===== config.mk =====
export PLATFORM = sky130hd
export DESIGN_NAME = mux_big_arbiter
export DESIGN_NICKNAME = d
export VERILOG_FILES = /design/src/rtl/mux_big_arbiter.sv
export SDC_FILE = /design/constraint.sdc
export NUM_CORES = 1
export LEC_CHECK = 0
export ABC_AREA = 1
export CORE_MARGIN = 3
export CORE_UTILIZATION = 32
export DETAILED_ROUTE_END_ITERATION = 10
export GPL_ROUTABILITY_DRIVEN = 0
export PLACE_DENSITY = 0.8
export SYNTH_ARGS = -nofsm -noshare
export SYNTH_HDL_FRONTEND = slang
export SYNTH_SLANG_ARGS = --single-unit

===== constraint.sdc =====
create_clock -name clk -period 1.92 [get_ports clk]
set_clock_uncertainty 0.2 [all_clocks]
set_input_delay 0.48 -clock clk [delete_from_list [all_inputs] [get_ports clk]]
set_output_delay 0.48 -clock clk [all_outputs]
set_load 0.005 [all_outputs]

===== src/rtl/mux_big_arbiter.sv =====
// Round-robin scheduler sharing one mux_big among C_INPUTS requesters, with a tag pipe
// aligned to the mux latency. Define MUX_BIG_ARBITER_SEQ_EN to add the out_seq beat counter.
module mux_big_arbiter #(
    parameter int unsigned C_WIDTH   = 32,
    parameter int unsigned C_INPUTS  = 4,
    parameter int unsigned C_LATENCY = 2
) (
    input  logic                        clk,
    input  logic                        rst,
    input  logic [C_INPUTS-1:0]         req,
    output logic [C_INPUTS-1:0]         ack,
    output logic                        mux_enable,
    output logic [$clog2(C_INPUTS)-1:0] mux_selector,
    input  logic [C_WIDTH-1:0]          mux_value,
    output logic                        out_valid,
    input  logic                        out_ready,
    output logic [$clog2(C_INPUTS)-1:0] out_index,
    output logic [C_WIDTH-1:0]          out_value
`ifdef MUX_BIG_ARBITER_SEQ_EN
    ,
    output logic [15:0]                 out_seq
`endif
);

    localparam int unsigned IdxW = $clog2(C_INPUTS);
    localparam int unsigned Last = C_LATENCY - 1;

    logic                tag_vld_q [C_LATENCY];
    logic                tag_vld_d [C_LATENCY];
    logic [IdxW-1:0]     tag_idx_q [C_LATENCY];
    logic [IdxW-1:0]     tag_idx_d [C_LATENCY];
    logic [C_INPUTS-1:0] inflight_q, inflight_d;
    logic [IdxW-1:0]     ptr_q, ptr_d;
    logic [IdxW-1:0]     sel_q, sel_d;

    logic                accept;
    logic                issue;
    logic                found;
    logic [IdxW-1:0]     pick;
    logic [IdxW-1:0]     cand;
    logic [C_INPUTS-1:0] accept_mask;
    logic [C_INPUTS-1:0] eligible;

    assign out_valid  = tag_vld_q[Last];
    assign out_index  = tag_idx_q[Last];
    assign out_value  = mux_value;
    assign mux_enable = ~(out_valid & ~out_ready);
    assign accept     = out_valid & out_ready;
    assign ack        = accept_mask;

    always_comb begin
        accept_mask = '0;
        if (accept) begin
            accept_mask[out_index] = 1'b1;
        end
    end

    // The beat being accepted is excluded so it cannot be re-issued in the same cycle.
    assign eligible = req & ~inflight_q & ~accept_mask;

    always_comb begin
        found = 1'b0;
        pick  = '0;
        cand  = '0;
        for (int unsigned k = 1; k <= C_INPUTS; k++) begin
            cand = IdxW'((32'(ptr_q) + k) % C_INPUTS);
            if (!found && eligible[cand]) begin
                found = 1'b1;
                pick  = cand;
            end
        end
    end

    assign issue        = mux_enable & found;
    assign mux_selector = issue ? pick : sel_q;

    always_comb begin
        inflight_d = inflight_q;
        if (accept) begin
            inflight_d[out_index] = 1'b0;
        end
        if (issue) begin
            inflight_d[pick] = 1'b1;
        end
        ptr_d = issue ? pick : ptr_q;
        sel_d = issue ? pick : sel_q;
        for (int i = 0; i < int'(C_LATENCY); i++) begin
            tag_vld_d[i] = tag_vld_q[i];
            tag_idx_d[i] = tag_idx_q[i];
        end
        // Tag pipe advances in lockstep with mux_big, so it freezes on the same stall.
        if (mux_enable) begin
            tag_vld_d[0] = issue;
            tag_idx_d[0] = pick;
            for (int i = 1; i < int'(C_LATENCY); i++) begin
                tag_vld_d[i] = tag_vld_q[i-1];
                tag_idx_d[i] = tag_idx_q[i-1];
            end
        end
    end

    always_ff @(posedge clk or posedge rst) begin
        if (rst) begin
            for (int i = 0; i < int'(C_LATENCY); i++) begin
                tag_vld_q[i] <= 1'b0;
                tag_idx_q[i] <= '0;
            end
            inflight_q <= '0;
            ptr_q      <= IdxW'(C_INPUTS - 1);
            sel_q      <= '0;
        end else begin
            for (int i = 0; i < int'(C_LATENCY); i++) begin
                tag_vld_q[i] <= tag_vld_d[i];
                tag_idx_q[i] <= tag_idx_d[i];
            end
            inflight_q <= inflight_d;
            ptr_q      <= ptr_d;
            sel_q      <= sel_d;
        end
    end

`ifdef MUX_BIG_ARBITER_SEQ_EN
    logic [15:0] seq_q, seq_d;

    assign seq_d   = accept ? seq_q + 16'd1 : seq_q;
    assign out_seq = seq_q;

    always_ff @(posedge clk or posedge rst) begin
        if (rst) begin
            seq_q <= '0;
        end else begin
            seq_q <= seq_d;
        end
    end
`endif

endmodule


; Yosys cells after proc, flatten, opt, wreduce, memory -nomap -nowiden
; Index checks and enable logic that the tools add are counted.
[totals]
register_bits = 14
input_bits = 39
[classes]
add_sub_neg = 4
order_cmp = 8
n_mux = 24
n_bitwise = 12
n_reduce_logical = 8
[ops]
columns = cell, count
row1 = less-than comparator 2 x 3 -> 1 bit (second input constant), 6
row2 = bitwise AND 4 bit, 3
row3 = two-way mux 4 bit, 3
row4 = NOT 4 bit, 3
row5 = two-way mux 1 bit, 10
row6 = two-way mux 2 bit, 5
row7 = binary-select mux 1 bit (select 2 bit), 4
row8 = logical AND 1 bit, 5
row9 = adder 2 x 1 -> 2 bit (second input constant), 2
row10 = adder 2 bit (second input constant), 2
row11 = demux 1 bit (select 2 bit), 2
row12 = >= comparator 2 x 1 -> 1 bit (second input constant), 2
row13 = bitwise OR 4 bit, 1
row14 = bitwise AND 1 bit, 3
row15 = logical NOT 1 bit, 3
row16 = NOT 1 bit, 2

; Logic depth before layout (Yosys ltp)
; Gate-level depths: netlist of run 1.
[logic_depth]
depth_word = 25
mapped_depth = 14
depth_no_buf = 14

; Worst setup path before layout of run 1
; No wires, ideal clock.
[synth_path]
path_kind = reg-to-output
startpoint = register ptr_q[0]
endpoint = output port mux_selector[0]
arrival_time_ps = 1452
required_time_ps = 1240
path_slack_ps = -212
stages_incl_launch_ff = 11
cell_sequence = dfstp_2 buf_6 xor2_2 inv_2 nand3_2 nand2_2 nand3_2 nor2_2 nor2_2 nand2_2 nand2_1
[synth_between]
elab_chain_len = 15
word_cells_on_any_way = 28
classes_between = 4 x add/sub / 17 x mux / 1 x bitwise / 6 x reduce/logical
[synth_lines]
columns = element, line
row1 = "start, declared", 33  ; logic [IdxW-1:0] ptr_q, ptr_d;
row2 = "start signal, assigned", 109  ; ptr_q <= IdxW'(C_INPUTS - 1);
row3 = "start signal, assigned", 117  ; ptr_q <= ptr_d;
row4 = adder 2 x 1 -> 2 bit, 66  ; cand = IdxW'((32'(ptr_q) + k) % C_INPUTS);
row5 = binary-select mux 1 bit (select 2 bit), 67  ; if (!found && eligible[cand]) begin
row6 = two-way mux 1 bit (not written as such), 67
row7 = two-way mux 1 bit, 67
row8 = logical NOT 1 bit, 67
row9 = logical AND 1 bit, 67
row10 = two-way mux 1 bit, 67
row11 = logical NOT 1 bit, 67
row12 = logical AND 1 bit, 67
row13 = two-way mux 1 bit, 67
row14 = logical NOT 1 bit, 67
row15 = logical AND 1 bit, 67
row16 = two-way mux 1 bit, 67
row17 = bitwise AND 1 bit, 74  ; assign issue = mux_enable & found;
row18 = two-way mux 2 bit (*), -
row19 = "end, declared", 13  ; output logic [$clog2(C_INPUTS)-1:0] mux_selector,
; Every way passes the cells marked *; elsewhere a longest branch is shown, timed or not. The select of a mux whose other input is x is not followed.

; Worst setup path after layout of run 1
; Same ends and word-level chain as after synthesis.

==> summary.txt, run 1 <==
Timing
  • Period utilization: 139%
  • Maximum achievable frequency: 374 MHz
  • Setup TNS: -3590 ps
  • Final setup violation count: 19
  • Worst Slack Setup Final: -753 ps
  • Count of final hold-check violations: 0
  • Slew margin rel.: 65.1%
  • Worst-margin pin slew: 523 ps
  • Min Clock Period, post-route: 2670 ps
  • Unrepaired setup endpoints after global routing: yes
  • Count of pins over their slew limit: 0

Worst setup path
  • Crit Reg-Reg Endpoint: inflight_q[2]$_DFF_PP0_
  • CP peak stage delay: 600 ps
  • Largest driver fanout on the critical path: 4
  • CP endpoint: mux_selector[0]
  • Worst reg2reg startpoint: ptr_q[0]$_DFFE_PP1P_
  • Category of the most critical setup path: flip-flop to output pin
  • Critical Path AT: 1990 ps
  • Worst R2R Setup Slack: -250 ps
  • Cell with the biggest individual delay on the critical path: sky130_fd_sc_hd__dfstp_2
  • Start point of the critical path: ptr_q[0]$_DFFE_PP1P_
  • Launching element type of the critical path: flip-flop
  • Worst endpoint required time: 1240 ps
  • CP dominant cell by count: sky130_fd_sc_hd__nand2_2
  • Type of destination of the critical path: output pin
  • Series of cell instances along the critical path: buf_12 -> xor2_4 -> nand3_1 -> nand2_2 -> nand3_2 -> nor2_2 -> nor2_2 -> nand2_2 -> nand2_2 -> buf_2
  • Worst Reg2Reg Path Length in Cells: 11

Placed design
  • Post-DP HPWL: 1.82 mm
  • DP Area: 0.00130 mm2
  • Quantity of I/O buffers inserted on ports: 16

Clock tree
  • Level count of the clock H-tree: 1
  • Clock Root Buffer: sky130_fd_sc_hd__clkbuf_8
  • Sink count of the clock tree: 14
  • Deepest clock path buffer count: 2
  • TritonCTS buffer count: 3
  • Clock transition time at the flip-flop clock pins of the worst setup and hold paths: 60 ps
  • Clock tree from TritonCTS: done
  • Clock latency on the worst-skew pair: 250 ps
  • Hold-fix buffers, CTS: 0

Yosys
  • Number of storage elements in the synthesis netlist: 14
  • Most area-consuming cells after synthesis: sky130_fd_sc_hd__dfrtp_1, sky130_fd_sc_hd__buf_4, sky130_fd_sc_hd__nand2_1
  • Sequential cell area fraction in the yosys report: 30.0%
  • Post-Synthesis Cells: 168
  • Post-Synthesis Net Count: 207
  • Post-synth cell types: 19
  • Area share of the largest cell type after synthesis: 25.5%
  • Post-synth design cell area: 0.00118 mm2
  • Average footprint of a synthesized cell: 7.00 um2
  • Syn. warnings: 0
  • Library cell with the largest summed area after synthesis: sky130_fd_sc_hd__dfrtp_1

Die
  • Core area: 0.00344 mm2
  • Initial core utilization: 34.2%
  • Die Footprint: 0.00444 mm2
  • Count of pins on the block boundary: 81
  • Site row count: 21
  • Floorplan die width: 66.6 um
  • Chip Height: 66.6 um

Finish
  • Final Net Count: 247
  • Filler Cell Count: 266
  • Share of post-route cells with drive strength above 1: 71.0%
  • Relative area change from synthesis to final layout: 68.3%
  • Sequential cell area: 355 um2
  • Antenna diode count: 0
  • Final standard cell area without fillers: 0.00198 mm2
  • Area used by multi-input combinational logic: 773 um2

Power
  • Highest ir drop seen on vdd: 1.15 mV
  • Power per standard cell area: 2170 mW/mm2
  • Static leakage: 0.986 nW

Drt
  • Vias after detailed routing: 1278
  • Residual antenna-violating net count after detailed routing: 0
  • 1st-iter DRT viols: 45
  • Routed wire length: 4.21 mm
  • Via density: 5.05
  • First-pass iteration count of the detailed router: 4
  • Wirelength per Cell: 16.6 um
  • DRC Markers: 0

Run status
  • Run status: finished with violations
  • Violated checks: setup timing

Global routing
  • Maximum number of pins on one net before global-route repair: 15
  • Global-route wire length before repair: 5.57 mm
  • Overall Global Routing Usage: 16.4%
  • Congestion Overflow GR: 0
  • Antenna violations before repair: 0
  • Number of global-route vias before repair: 1212

Hold path
  • Hold path start: sel_q[1]$_DFF_PP0_
  • Tightest Hold Check Type: flip-flop to flip-flop

Flow run
  • Max-cap check violation count: 0
## per-stage QoR
| step | utilization [%] | hold slack [ps] | cells | power [mW] | setup WS (ps) |
|---|---|---|---|---|---|
| floorplan | - | 168 | 168 | 1.74 | -190 |
| global placement | 37.7 | 223 | 214 | 2.37 | -1230 |
| detailed placement | 37.7 | 229 | 214 | 2.39 | -1280 |
| CTS | 50.3 | 242 | 242 | 3.54 | -677 |
| global route | 57.5 | 288 | 253 | 4.52 | -876 |
| finish | 57.5 | 274 | 253 | 4.30 | -753 |
## final cells by class
| cell class | count | area share, % |
|---|---|---|
| Inverter | 23 | 5.06 |
| Sequential cell | 14 | 18.0 |
| Clock buffer | 4 | 2.78 |
| Tap cell | 46 | 2.91 |
| Multi-Input combinational cell | 96 | 39.1 |
| Timing Repair Buffer | 70 | 32.2 |
## where the power goes
group / total [mW] / leakage [nW] / internal, mW / switching [mW]
clock network: 0.288 / 0.0288 / 0.182 / 0.106
logic: 3.39 / 0.798 / 1.64 / 1.75
registers: 0.623 / 0.159 / 0.470 / 0.153
## routing by layer
metal,up-vias,wire [um],GRT usage [%]
li1,569,-,-
met1,642,1600,18.0
met2,51,2250,30.6
met3,16,225,1.85
met4,0,136,8.63
met5,-,0,0
## synth_stat cells, drive strengths merged
library cell and count:
nand2 48, buf 35, inv 21, nand3 21, nor2 15, dfrtp 12
o21ai 6, nand4 3, a21oi 2, clkinv 2, dfstp 2, xor2 1
## worst max-delay path, delay by kind of cell, from the launching register on
family,cells,cell delay [ps]
and+or+nand+nor,7,700
xor gates and xnor gates,1,210
buffers and inverters,2,240
DFF,1,600
## cell families after synthesis
logic type	share of synthesized area, %
AND/OR/NAND/NOR	35.1
buffers and inverters	30.1
flip-flops	30.0
AO/OA/AOI/OAI	3.40
XOR/XNOR	1.38
## registers in the layout (all words and copies together) (netlist names)
signal and cells:
inflight_q 4, out_index 2, out_valid 1, ptr_q 2, tag_vld_q 1, tag_idx_q 2
sel_q 2
## what timing repair did
| action | CTS | global route |
|---|---|---|
| buffers inserted | 34 | 16 |
| pin swaps | 40 | 16 |
| setup endpoints to repair | 20 | 19 |
| gates resized for setup | 109 | 40 |
## cells in the final DEF, fill, tap and decap left out, types with 6 or more instances in the layout
master,netlist,layout
sky130_fd_sc_hd__nand3_2,6,11
sky130_fd_sc_hd__buf_6,1,24
sky130_fd_sc_hd__inv_2,2,7
sky130_fd_sc_hd__nand2_1,42,21
sky130_fd_sc_hd__inv_1,19,11
sky130_fd_sc_hd__buf_2,0,6
sky130_fd_sc_hd__nand3_4,0,6
sky130_fd_sc_hd__buf_4,34,32
sky130_fd_sc_hd__nor2_2,3,6
sky130_fd_sc_hd__dfrtp_1,12,10
sky130_fd_sc_hd__nand2_2,6,21
sky130_fd_sc_hd__nor2_4,0,9
## worst min-delay path by stage
stage	slack, ps	to	cells after the start
floorplan	170	inflight_q[0]$_DFF_PP0_	1
global placement	220	out_valid$_DFFE_PP0N_	2
detailed placement	230	out_valid$_DFFE_PP0N_	2
CTS	240	out_valid$_DFFE_PP0N_	2
global route	290	sel_q[1]$_DFF_PP0_	2
finish	270	sel_q[1]$_DFF_PP0_	2
Power figures use the tool's default switching activity.
==> run 2, diff against run 1 <==
--- a/config.mk
+++ b/config.mk
@@ -8,6 +8,7 @@
 export ABC_AREA = 1
 export CORE_MARGIN = 3
 export CORE_UTILIZATION = 32
+export CTS_CLUSTER_DIAMETER = 100
 export DETAILED_ROUTE_END_ITERATION = 10
 export GPL_ROUTABILITY_DRIVEN = 0
 export PLACE_DENSITY = 0.8
==> results of run 2 <==
Same layout as run 1: the final DEF is identical, and so are final timing and power.
